==> config.mk <==
export PLATFORM = sky130hd
export DESIGN_NAME = inst_encoder
export DESIGN_NICKNAME = d
export VERILOG_FILES = /design/src/rtl/inst_encoder_pkg.sv /design/src/rtl/inst_encoder_fifo.sv /design/src/rtl/inst_encoder.sv
export SDC_FILE = /design/constraint.sdc
export NUM_CORES = 1
export LEC_CHECK = 0
export CAP_MARGIN = 20
export CORE_MARGIN = 2
export CORE_UTILIZATION = 56
export DETAILED_ROUTE_END_ITERATION = 16
export HOLD_SLACK_MARGIN = 0.05
export PLACE_DENSITY = 0.79
export REMOVE_ABC_BUFFERS = 1
export SETUP_SLACK_MARGIN = 0.3
export SLEW_MARGIN = 10
export SYNTH_ARGS = -nofsm -noshare
export SYNTH_HDL_FRONTEND = slang
export SYNTH_SLANG_ARGS = --single-unit
export TNS_END_PERCENT = 50
==> constraint.sdc <==
create_clock -name clk -period 2 [get_ports clk]
set_input_delay 0.3 -clock clk [delete_from_list [all_inputs] [get_ports clk]]
set_output_delay 0.3 -clock clk [all_outputs]
set_load 0.02 [all_outputs]
==> src/rtl/inst_encoder_pkg.sv <==
// Shared MIPS encoding constants: mnemonic codes, primary opcodes, R-type funct
// values and the field-set-to-instruction-word encoder.
package inst_encoder_pkg;

    localparam int unsigned OP_W       = 5;
    localparam int unsigned REG_W      = 5;
    localparam int unsigned IMM_W      = 16;
    localparam int unsigned INST_W     = 32;
    localparam int unsigned ADDR_W     = 8;
    localparam int unsigned CNT_W      = 9;
    localparam int unsigned FIFO_DEPTH = 4;
    localparam int unsigned FIFO_CNT_W = $clog2(FIFO_DEPTH) + 1;

    localparam logic [CNT_W-1:0] CNT_MAX = 9'd256;

    // Mnemonic codes presented on in_op
    localparam logic [OP_W-1:0] OP_NOP   = 5'h00;
    localparam logic [OP_W-1:0] OP_ADD   = 5'h01;
    localparam logic [OP_W-1:0] OP_ADDU  = 5'h02;
    localparam logic [OP_W-1:0] OP_SUB   = 5'h03;
    localparam logic [OP_W-1:0] OP_SUBU  = 5'h04;
    localparam logic [OP_W-1:0] OP_AND   = 5'h05;
    localparam logic [OP_W-1:0] OP_OR    = 5'h06;
    localparam logic [OP_W-1:0] OP_XOR   = 5'h07;
    localparam logic [OP_W-1:0] OP_NOR   = 5'h08;
    localparam logic [OP_W-1:0] OP_SLT   = 5'h09;
    localparam logic [OP_W-1:0] OP_SLTU  = 5'h0A;
    localparam logic [OP_W-1:0] OP_ADDI  = 5'h0B;
    localparam logic [OP_W-1:0] OP_ADDIU = 5'h0C;
    localparam logic [OP_W-1:0] OP_SLTI  = 5'h0D;
    localparam logic [OP_W-1:0] OP_SLTIU = 5'h0E;
    localparam logic [OP_W-1:0] OP_ANDI  = 5'h0F;
    localparam logic [OP_W-1:0] OP_ORI   = 5'h10;
    localparam logic [OP_W-1:0] OP_XORI  = 5'h11;
    localparam logic [OP_W-1:0] OP_LUI   = 5'h12;
    localparam logic [OP_W-1:0] OP_BEQ   = 5'h13;
    localparam logic [OP_W-1:0] OP_BNE   = 5'h14;
    localparam logic [OP_W-1:0] OP_LW    = 5'h15;
    localparam logic [OP_W-1:0] OP_SW    = 5'h16;

    localparam logic [5:0] OPC_SPECIAL = 6'h00;
    localparam logic [5:0] OPC_ADDI    = 6'h08;
    localparam logic [5:0] OPC_ADDIU   = 6'h09;
    localparam logic [5:0] OPC_SLTI    = 6'h0A;
    localparam logic [5:0] OPC_SLTIU   = 6'h0B;
    localparam logic [5:0] OPC_ANDI    = 6'h0C;
    localparam logic [5:0] OPC_ORI     = 6'h0D;
    localparam logic [5:0] OPC_XORI    = 6'h0E;
    localparam logic [5:0] OPC_LUI     = 6'h0F;
    localparam logic [5:0] OPC_BEQ     = 6'h04;
    localparam logic [5:0] OPC_BNE     = 6'h05;
    localparam logic [5:0] OPC_LW      = 6'h23;
    localparam logic [5:0] OPC_SW      = 6'h2B;

    localparam logic [5:0] FN_ADD  = 6'h20;
    localparam logic [5:0] FN_ADDU = 6'h21;
    localparam logic [5:0] FN_SUB  = 6'h22;
    localparam logic [5:0] FN_SUBU = 6'h23;
    localparam logic [5:0] FN_AND  = 6'h24;
    localparam logic [5:0] FN_OR   = 6'h25;
    localparam logic [5:0] FN_XOR  = 6'h26;
    localparam logic [5:0] FN_NOR  = 6'h27;
    localparam logic [5:0] FN_SLT  = 6'h2A;
    localparam logic [5:0] FN_SLTU = 6'h2B;

    function automatic logic op_is_valid(input logic [OP_W-1:0] op);
        return op <= OP_SW;
    endfunction

    function automatic logic [5:0] funct_of(input logic [OP_W-1:0] op);
        case (op)
            OP_ADD:  return FN_ADD;
            OP_ADDU: return FN_ADDU;
            OP_SUB:  return FN_SUB;
            OP_SUBU: return FN_SUBU;
            OP_AND:  return FN_AND;
            OP_OR:   return FN_OR;
            OP_XOR:  return FN_XOR;
            OP_NOR:  return FN_NOR;
            OP_SLT:  return FN_SLT;
            default: return FN_SLTU;
        endcase
    endfunction

    function automatic logic [5:0] opcode_of(input logic [OP_W-1:0] op);
        case (op)
            OP_ADDI:  return OPC_ADDI;
            OP_ADDIU: return OPC_ADDIU;
            OP_SLTI:  return OPC_SLTI;
            OP_SLTIU: return OPC_SLTIU;
            OP_ANDI:  return OPC_ANDI;
            OP_ORI:   return OPC_ORI;
            OP_XORI:  return OPC_XORI;
            OP_LUI:   return OPC_LUI;
            OP_BEQ:   return OPC_BEQ;
            OP_BNE:   return OPC_BNE;
            OP_LW:    return OPC_LW;
            default:  return OPC_SW;
        endcase
    endfunction

    // NOP and out-of-range codes encode to zero; LUI has no rs source
    function automatic logic [INST_W-1:0] encode_inst(
        input logic [OP_W-1:0]  op,
        input logic [REG_W-1:0] rs,
        input logic [REG_W-1:0] rt,
        input logic [REG_W-1:0] rd,
        input logic [IMM_W-1:0] imm
    );
        logic [INST_W-1:0] w;
        w = '0;
        if (op == OP_NOP) begin
            w = '0;
        end else if (op <= OP_SLTU) begin
            w = {OPC_SPECIAL, rs, rt, rd, 5'h00, funct_of(op)};
        end else if (op <= OP_SW) begin
            w = {opcode_of(op), (op == OP_LUI) ? 5'h00 : rs, rt, imm};
        end
        return w;
    endfunction

endpackage

==> src/rtl/inst_encoder_fifo.sv <==
// Small synchronous FIFO of encoded words with flush; head is presented
// combinationally and reads as zero when empty.
module inst_fifo #(
    parameter int unsigned DEPTH = 4,
    parameter int unsigned WIDTH = 32
) (
    input  logic                       clk,
    input  logic                       reset_n,
    input  logic                       flush,
    input  logic                       push,
    input  logic [WIDTH-1:0]           wdata,
    input  logic                       pop,
    output logic [WIDTH-1:0]           rdata,
    output logic [$clog2(DEPTH):0]     count,
    output logic                       empty
);

    localparam int unsigned PTR_W = $clog2(DEPTH);
    localparam int unsigned CW    = PTR_W + 1;

    logic [WIDTH-1:0] mem_q [DEPTH];
    logic [PTR_W-1:0] rd_ptr_q;
    logic [PTR_W-1:0] wr_ptr_q;
    logic [CW-1:0]    count_q;

    always_ff @(posedge clk or negedge reset_n) begin
        if (!reset_n) begin
            for (int i = 0; i < int'(DEPTH); i++) mem_q[i] <= '0;
            rd_ptr_q <= '0;
            wr_ptr_q <= '0;
            count_q  <= '0;
        end else if (flush) begin
            rd_ptr_q <= '0;
            wr_ptr_q <= '0;
            count_q  <= '0;
        end else begin
            if (push) begin
                mem_q[wr_ptr_q] <= wdata;
                wr_ptr_q        <= PTR_W'(wr_ptr_q + 1'b1);
            end
            if (pop) rd_ptr_q <= PTR_W'(rd_ptr_q + 1'b1);
            case ({push, pop})
                2'b10:   count_q <= CW'(count_q + 1'b1);
                2'b01:   count_q <= CW'(count_q - 1'b1);
                default: count_q <= count_q;
            endcase
        end
    end

    assign empty = (count_q == '0);
    assign count = count_q;
    assign rdata = empty ? '0 : mem_q[rd_ptr_q];

endmodule

==> src/rtl/inst_encoder.sv <==
// Encodes MIPS field sets into instruction words and streams them into
// instruction memory at consecutive word addresses starting at base_addr.
module inst_encoder
    import inst_encoder_pkg::*;
(
    input  logic              clk,
    input  logic              reset_n,
    input  logic              start,
    input  logic [ADDR_W-1:0] base_addr,
    input  logic              in_valid,
    output logic              in_ready,
    input  logic [OP_W-1:0]   in_op,
    input  logic [REG_W-1:0]  in_rs,
    input  logic [REG_W-1:0]  in_rt,
    input  logic [REG_W-1:0]  in_rd,
    input  logic [IMM_W-1:0]  in_imm,
    output logic              im_req,
    input  logic              im_gnt,
    output logic [ADDR_W-1:0] im_addr,
    output logic [INST_W-1:0] im_wdata,
    output logic [CNT_W-1:0]  count,
    output logic              err
);

    localparam logic [0:0] ST_IDLE = 1'b0;
    localparam logic [0:0] ST_RUN  = 1'b1;

    logic [0:0]            state_q,     state_d;
    logic [ADDR_W-1:0]     wptr_q,      wptr_d;
    logic [CNT_W-1:0]      count_q,     count_d;
    logic                  err_q,       err_d;
    logic                  enc_valid_q, enc_valid_d;
    logic [INST_W-1:0]     enc_word_q,  enc_word_d;

    logic [FIFO_CNT_W-1:0] fifo_count;
    logic                  fifo_empty;
    logic [FIFO_CNT_W-1:0] occupancy;
    logic                  accept;
    logic                  push;
    logic                  pop;

    // Pending encode word counts against capacity so an accept never overflows
    assign occupancy = FIFO_CNT_W'(fifo_count + FIFO_CNT_W'(enc_valid_q));
    assign in_ready  = (state_q == ST_RUN) && (occupancy < FIFO_CNT_W'(FIFO_DEPTH));
    assign im_req    = !fifo_empty;
    assign accept    = in_valid && in_ready && !start;
    assign push      = enc_valid_q && !start;
    assign pop       = im_req && im_gnt && !start;

    inst_fifo #(
        .DEPTH (FIFO_DEPTH),
        .WIDTH (INST_W)
    ) u_fifo (
        .clk     (clk),
        .reset_n (reset_n),
        .flush   (start),
        .push    (push),
        .wdata   (enc_word_q),
        .pop     (pop),
        .rdata   (im_wdata),
        .count   (fifo_count),
        .empty   (fifo_empty)
    );

    always_ff @(posedge clk or negedge reset_n) begin
        if (!reset_n) begin
            state_q     <= ST_IDLE;
            wptr_q      <= '0;
            count_q     <= '0;
            err_q       <= 1'b0;
            enc_valid_q <= 1'b0;
            enc_word_q  <= '0;
        end else begin
            state_q     <= state_d;
            wptr_q      <= wptr_d;
            count_q     <= count_d;
            err_q       <= err_d;
            enc_valid_q <= enc_valid_d;
            enc_word_q  <= enc_word_d;
        end
    end

    // start wins over any same-cycle accept or grant
    always_comb begin
        state_d     = state_q;
        wptr_d      = wptr_q;
        count_d     = count_q;
        err_d       = err_q;
        enc_valid_d = 1'b0;
        enc_word_d  = enc_word_q;
        if (start) begin
            state_d = ST_RUN;
            wptr_d  = base_addr;
            count_d = '0;
            err_d   = 1'b0;
        end else begin
            case (state_q)
                ST_RUN: begin
                    if (accept) begin
                        if (op_is_valid(in_op)) begin
                            enc_valid_d = 1'b1;
                            enc_word_d  = encode_inst(in_op, in_rs, in_rt, in_rd, in_imm);
                        end else begin
                            err_d = 1'b1;
                        end
                    end
                    if (pop) begin
                        wptr_d = ADDR_W'(wptr_q + 1'b1);
                        if (count_q != CNT_MAX) count_d = CNT_W'(count_q + 1'b1);
                    end
                end
                default: state_d = ST_IDLE;
            endcase
        end
    end

    assign im_addr = wptr_q;
    assign count   = count_q;
    assign err     = err_q;

endmodule

======== Yosys cells after proc, flatten, opt, wreduce, memory -nomap -nowiden ========
Memories as Yosys holds them, arrays and structs flattened.
Index checks and enable logic that the tools add are counted.
operators by class
  add/sub/neg operators ................... 7
  $lt $le $gt $ge ......................... 6
  eq/ne operators ......................... 5
  mux-type cells .......................... 34
  bitwise operators ....................... 3
  reduce and logical (&&, ||, !) cells .... 22
operators with widths
  cell                   count
  $mux W32               6
  $bwmux W128            1
  $bmux W32 S2           1
  $demux W32 S2          1
  $mux W9                4
  $mux W8                3
  $mux W1                10
  $reduce_bool A2 Y1     5
  $add A9 B1 Y9 const B  1
  $ne A9 B9 Y1 const B   1
  $add A8 B1 Y8 const B  1
  $mux W2                4
  $logic_and A1 B1 Y1    7
  $ge A3 B3 Y1 const B   2
  $mux W6                1
  $not A2 Y3             2
  $pmux W3 S2            1
  $reduce_and A3 Y1      2
  $eq A5 B5 Y1 const B   1
  $le A5 B4 Y1 const B   1
  $le A5 B5 Y1 const B   1
  $logic_not A5 Y1       1
  $mux W5                1
  $add A2 B1 Y2 const B  2
  other kinds (15)       17
word-level totals
  register bits ........................... 187
  ROM bits ................................ 224
  input port bits ......................... 49
  output and inout port bits .............. 52
  word-level logic and storage cells ...... 92
  memories ................................ 2
memory list
  name              depth  width  rd ports  clocked after memory_dff  wr ports  RTL line                text
  (name not given)  32     5      1         0                         0         inst_encoder_pkg.sv:86  case (op)
  (name not given)  16     4      1         0                         0         inst_encoder_pkg.sv:71  case (op)

======== Longest topological paths before layout ========
  depth after elaboration ................. 8
  depth in mapped cells ................... 8
  gate-level depth less buffers ........... 7

======== Hierarchy ========
Synthesis repeated with hierarchy kept, for this count alone.
unflattened totals
  cell total of the unflattened synthesis .. 664
  area, all modules ....................... 9,293.9 um^2
modules (own cells, without submodules)
  module        times used  cells each  area each (um^2)  seq. area each (um^2)
  inst_fifo     1           385         6,483.7           3,378.2
  inst_encoder  1           279         2,810.2           1,276.2

======== Least setup slack after synthesis ========
OpenSTA, ideal clock, no wires.
  kind .................................... flip-flop to output port
  from .................................... reg u_fifo.rd_ptr_q[0]
  to ...................................... out im_wdata[10]
  arrival ................................. 1.506 ns
  required time ........................... 1.700 ns
  slack ................................... 0.194 ns
  stages on the path, launching flop included .. 5
  buffers on the path ..................... 2
  cell sequence ........................... dfrtp_1 buf_2 buf_2 mux4_2 and2_1
on the way
  cells in the longest elaborated chain, start to end .. 5
ends and longest elaborated chain
  item                                         RTL line                 text
  start, declared                              inst_encoder_fifo.sv:22  logic [PTR_W-1:0] rd_ptr_q;
  start signal, assigned                       inst_encoder_fifo.sv:41  if (pop) rd_ptr_q <= PTR_W'(rd_ptr_q + 1'b1);
  $not A2 Y3 (implied by the code)             inst_encoder_fifo.sv:52  assign rdata = empty ? '0 : mem_q[rd_ptr_q];
  $bmux W32 S2                                 inst_encoder_fifo.sv:52
  $mux W32 (implied by the code) (2 in a row)  inst_encoder_fifo.sv:52
  $mux W32                                     inst_encoder_fifo.sv:52
  end, declared                                inst_encoder.sv:20       output logic [INST_W-1:0] im_wdata,
Every way passes these cells. The select of a mux whose other input is x is not followed.

======== Worst setup path after layout ========
  from .................................... reg u_fifo.rd_ptr_q[0]
  to ...................................... out im_wdata[22]
Same word-level chain as after synthesis.

==> flow_summary_export.csv <==
group,metric,value,unit
die,pin_count,101,
sta,timing.final.setup_violations,31,
logic_synthesis,synthesized_cell_area,8590,um2
drt,route.vias.total,6508,
logic_synthesis,seq_area_frac_synth,0.530,
cts,numCtsBuffers,17,
setup_path,worstSetupEndpointType,"output pin",
cts,cts-root-buf,"clkbuf_16",
placement,detailedPlacementHpwl,13.5,mm
logic_synthesis,yosys_warnings,0,
setup_path,timing.critical_path.arrival,1950,ps
power_and_ir_drop,vdd.ir_drop.worst,697,uV
layout,layout-area-overhead-vs-synth,33.4,%
cts,clock_sinks,182,
die,core_area,15100,um2
outcome,violations,"setup timing",
die,chipHeight,128,um
cts,tritoncts_clock_tree,"built",
die,die-area,16300,um2
layout,final_nets,956,
logic_synthesis,post_synth_num_cell_types,53,
sta,worst_slew_pin_slew,527,ps
power_and_ir_drop,leakagePower,5.39,nW
placement,placed_cells_incl_taps,1046,
drt,routed_wl,22.6,mm
grt,global_route_total_overflow,0,
grt,grt_pass1_wl,33.6,mm
logic_synthesis,synthesis.instances,742,
layout,insertedDiodeCount,0,
logic_synthesis,postSynth.topFlopCell,"dfrtp_1",
cts,cts_max_path_buffers,2,
layout,ff_latch_area,4560,um2
sta,timing.final.hold_violations,0,
drt,wl_per_cell,20.6,um
drt,post_drt_via_cell_ratio,5.94,
setup_path,worst-setup-path-type,"flop to output pin",
drt,remaining_drc_errors,0,
setup_path,cp-start-kind,"flop",
sta,finalCriticalPeriod,2250,ps
layout,fin_area,11500,um2
sta,max-slew-margin-rel,0.648,
grt,pin_count_of_the_biggest_net_entering_global_routing,53,
setup_path,cp_max_fo,6,
sta,final_max_slew_viol_count,0,
job,maxCapViolCount,0,
logic_synthesis,average_instance_area_after_synthesis,11.6,um2
sta,grt_setup_unrepaired,"yes",
placement,post-place-ws,-237,ps
grt,initial_antenna_violation_count,0,
layout,non_filler_instances,1095,
placement,io_buffer_count,99,
placement,globalplace.congestion,0.867,
logic_synthesis,synthArstFlopShare,1.00,
drt,drt-pass1-iter-count,4,
sta,timing.hold.ws,406,ps
hold_path,hold_path.class,"input port to asynchronous set/reset pin",
power_and_ir_drop,pwr_density_cell,1330,nW/um2
cts,insertion_delay,430,ps
layout,layout.core_utilization,0.760,
sta,max_clock_freq,0.444,GHz
setup_path,critPathRequiredTime,1700,ps
layout,fillCellCount,902,
outcome,run_status,"complete, but fails checks",
logic_synthesis,synth-edff-count,0,
grt,grt_util_all_layers,0.267,
cts,worst_setup_hold_path_clk_slew,60,ps
drt,detailedRoute.firstIterationViolations,494,
drt,detail-route-antenna-nets,0,
layout,multi_input_area,4000,um2
die,fp-row-count,45,
die,chipWidth,128,um
sta,final_min_period_over_clock_period,1.13,
sta,final.setup.worst_slack,-252,ps
placement,placement.cell_area,10300,um2
cts,clock_tree.htree_level_count,4,
logic_synthesis,yosys_register_bits,182,
die,starting_density,0.569,
sta,skew,5.93,ps
layout,drive_gt1_frac,0.325,
grt,first_global_vias,6528,
## state kept, by name, summed over array words and instances (netlist names)
| register | cells |
|---|---|
| state_q | 1 |
| im_addr | 8 |
| count | 9 |
| enc_valid_q | 1 |
| enc_word_q | 31 |
| u_fifo.count | 3 |
| u_fifo.rd_ptr_q | 2 |
| u_fifo.wr_ptr_q | 2 |
| u_fifo.mem_q | 124 |
| err | 1 |
## worst max-delay path, stage by stage, from the launching register on
cell	delay (ps)
dfrtp_2	370
buf_12	140
clkbuf_16	170
mux4_2	530
and2_4	180
buf_6	120
## layout by cell type, fill, tap and decap left out, types with 4 or more instances in the layout
cell type        count
mux2_4               6
mux4_2              31
nor2_1              17
a21oi_1              5
buf_4               49
clkinv_2             5
buf_12              18
dlygate4sd2_1       19
o2bb2ai_4            6
nand3_1             10
clkbuf_16           21
nand2_1            109
mux2_2              54
dfrtp_1            175
o21ai_0             92
and2_4              31
clkdlybuf4s50_1     45
xnor2_1              5
nand2_2              4
mux2i_1             29
nor2b_1              6
dfrtp_2              7
inv_1               29
ha_1                12
bufinv_16            4
and2_1               5
nand4_1              7
buf_6               41
xor2_1              10
## synthesized netlist by cell type (all sizes together), types with 5 or more instances
| master | instances | area [um2] |
|---|---|---|
| xor2 | 11 | 104 |
| buf | 28 | 154 |
| mux2i | 30 | 300 |
| and2 | 36 | 225 |
| mux2 | 60 | 683 |
| nand4 | 8 | 56.3 |
| dfrtp | 182 | 4550 |
| mux4 | 31 | 698 |
| o21ai | 93 | 465 |
| nor2b | 7 | 43.8 |
| ha | 12 | 150 |
| o2bb2ai | 7 | 61.3 |
| xnor2 | 5 | 43.8 |
| inv | 29 | 109 |
| a21oi | 6 | 33.8 |
| nand2 | 113 | 424 |
| nor2 | 17 | 63.8 |
| clkbuf | 18 | 67.6 |
| nand3 | 11 | 55.1 |
## timing repair
item / CTS / global route
hold buffers: 1 / 0
endpoints found under the hold margin: 46 / 0
resized for setup: 161 / 137
buffers inserted: 4 / 8
pin swaps: 7 / 19
endpoints found under the setup margin: 109 / 93
gates cloned: 1 / 3
## logic make-up (layout without fill, tap and decap cells)
| logic type | count (synthesis) | count (layout) | synth area share |
|---|---|---|---|
| xor gates and xnor gates | 16 | 16 | 0.0172 |
| DFF | 182 | 182 | 0.530 |
| adders and majority gates | 13 | 13 | 0.0198 |
| buffers and inverters | 75 | 240 | 0.0384 |
| other | 1 | 1 | 0.000437 |
| and+or+nand+nor | 212 | 212 | 0.116 |
| muxes | 121 | 121 | 0.196 |
| AOI/OAI and AO/OA | 122 | 122 | 0.0819 |
## report_power, final
group,switching (mW),internal (mW),leakage (nW)
clock network,1.38,2.15,0.304
logic,2.85,3.37,2.72
registers,0.745,4.69,2.37
total,4.98,10.2,5.39
## path summary, 6_finish.rpt
| check | depth (start not counted) | to | slack [ps] | from |
|---|---|---|---|---|
| setup reg to reg | 7 | u_fifo.count[2]$_DFFE_PN0P_ | 150 | u_fifo.count[2]$_DFFE_PN0P_ |
| hold / removal | 2 | enc_word_q[4]$_DFFE_PN0P_ | 410 | reset_n |
| max in group asynchronous | 3 | state_q$_DFF_PN0_ | 890 | reset_n |
| setup / recovery | 5 | im_wdata[22] | -250 | u_fifo.rd_ptr_q[0]$_DFFE_PN0P_ |
| min in group clk | 3 | enc_word_q[22]$_DFFE_PN0P_ | 420 | in_rs[1] |
| hold reg to reg | 2 | u_fifo.mem_q[16]$_DFFE_PN0P_ | 480 | u_fifo.mem_q[16]$_DFFE_PN0P_ |
## per-stage QoR
step           TNS (ps)  power, mW
5_1_grt           -7520       15.9
3_3_place_gp      -3850       10.2
4_1_cts           -6940       13.9
3_5_place_dp      -5520       10.5
2_1_floorplan    -19150       8.21
6_report          -6150       15.2
## layout make-up
class                      count  area share
clock buffer                  22      0.0405
clock inverter                10      0.0133
inverter                      29     0.00950
multi-input combinational    485       0.349
sequential                   182       0.398
tap                          188      0.0205
timing repair buffer         179       0.169
## routing by layer
layer  global-route usage  share of wire
met4               0.0924          0.023
met5                    0              0
met2                0.456           0.52
met3               0.0530          0.056
met1                0.344           0.41
(Power assumes the default switching activity.)
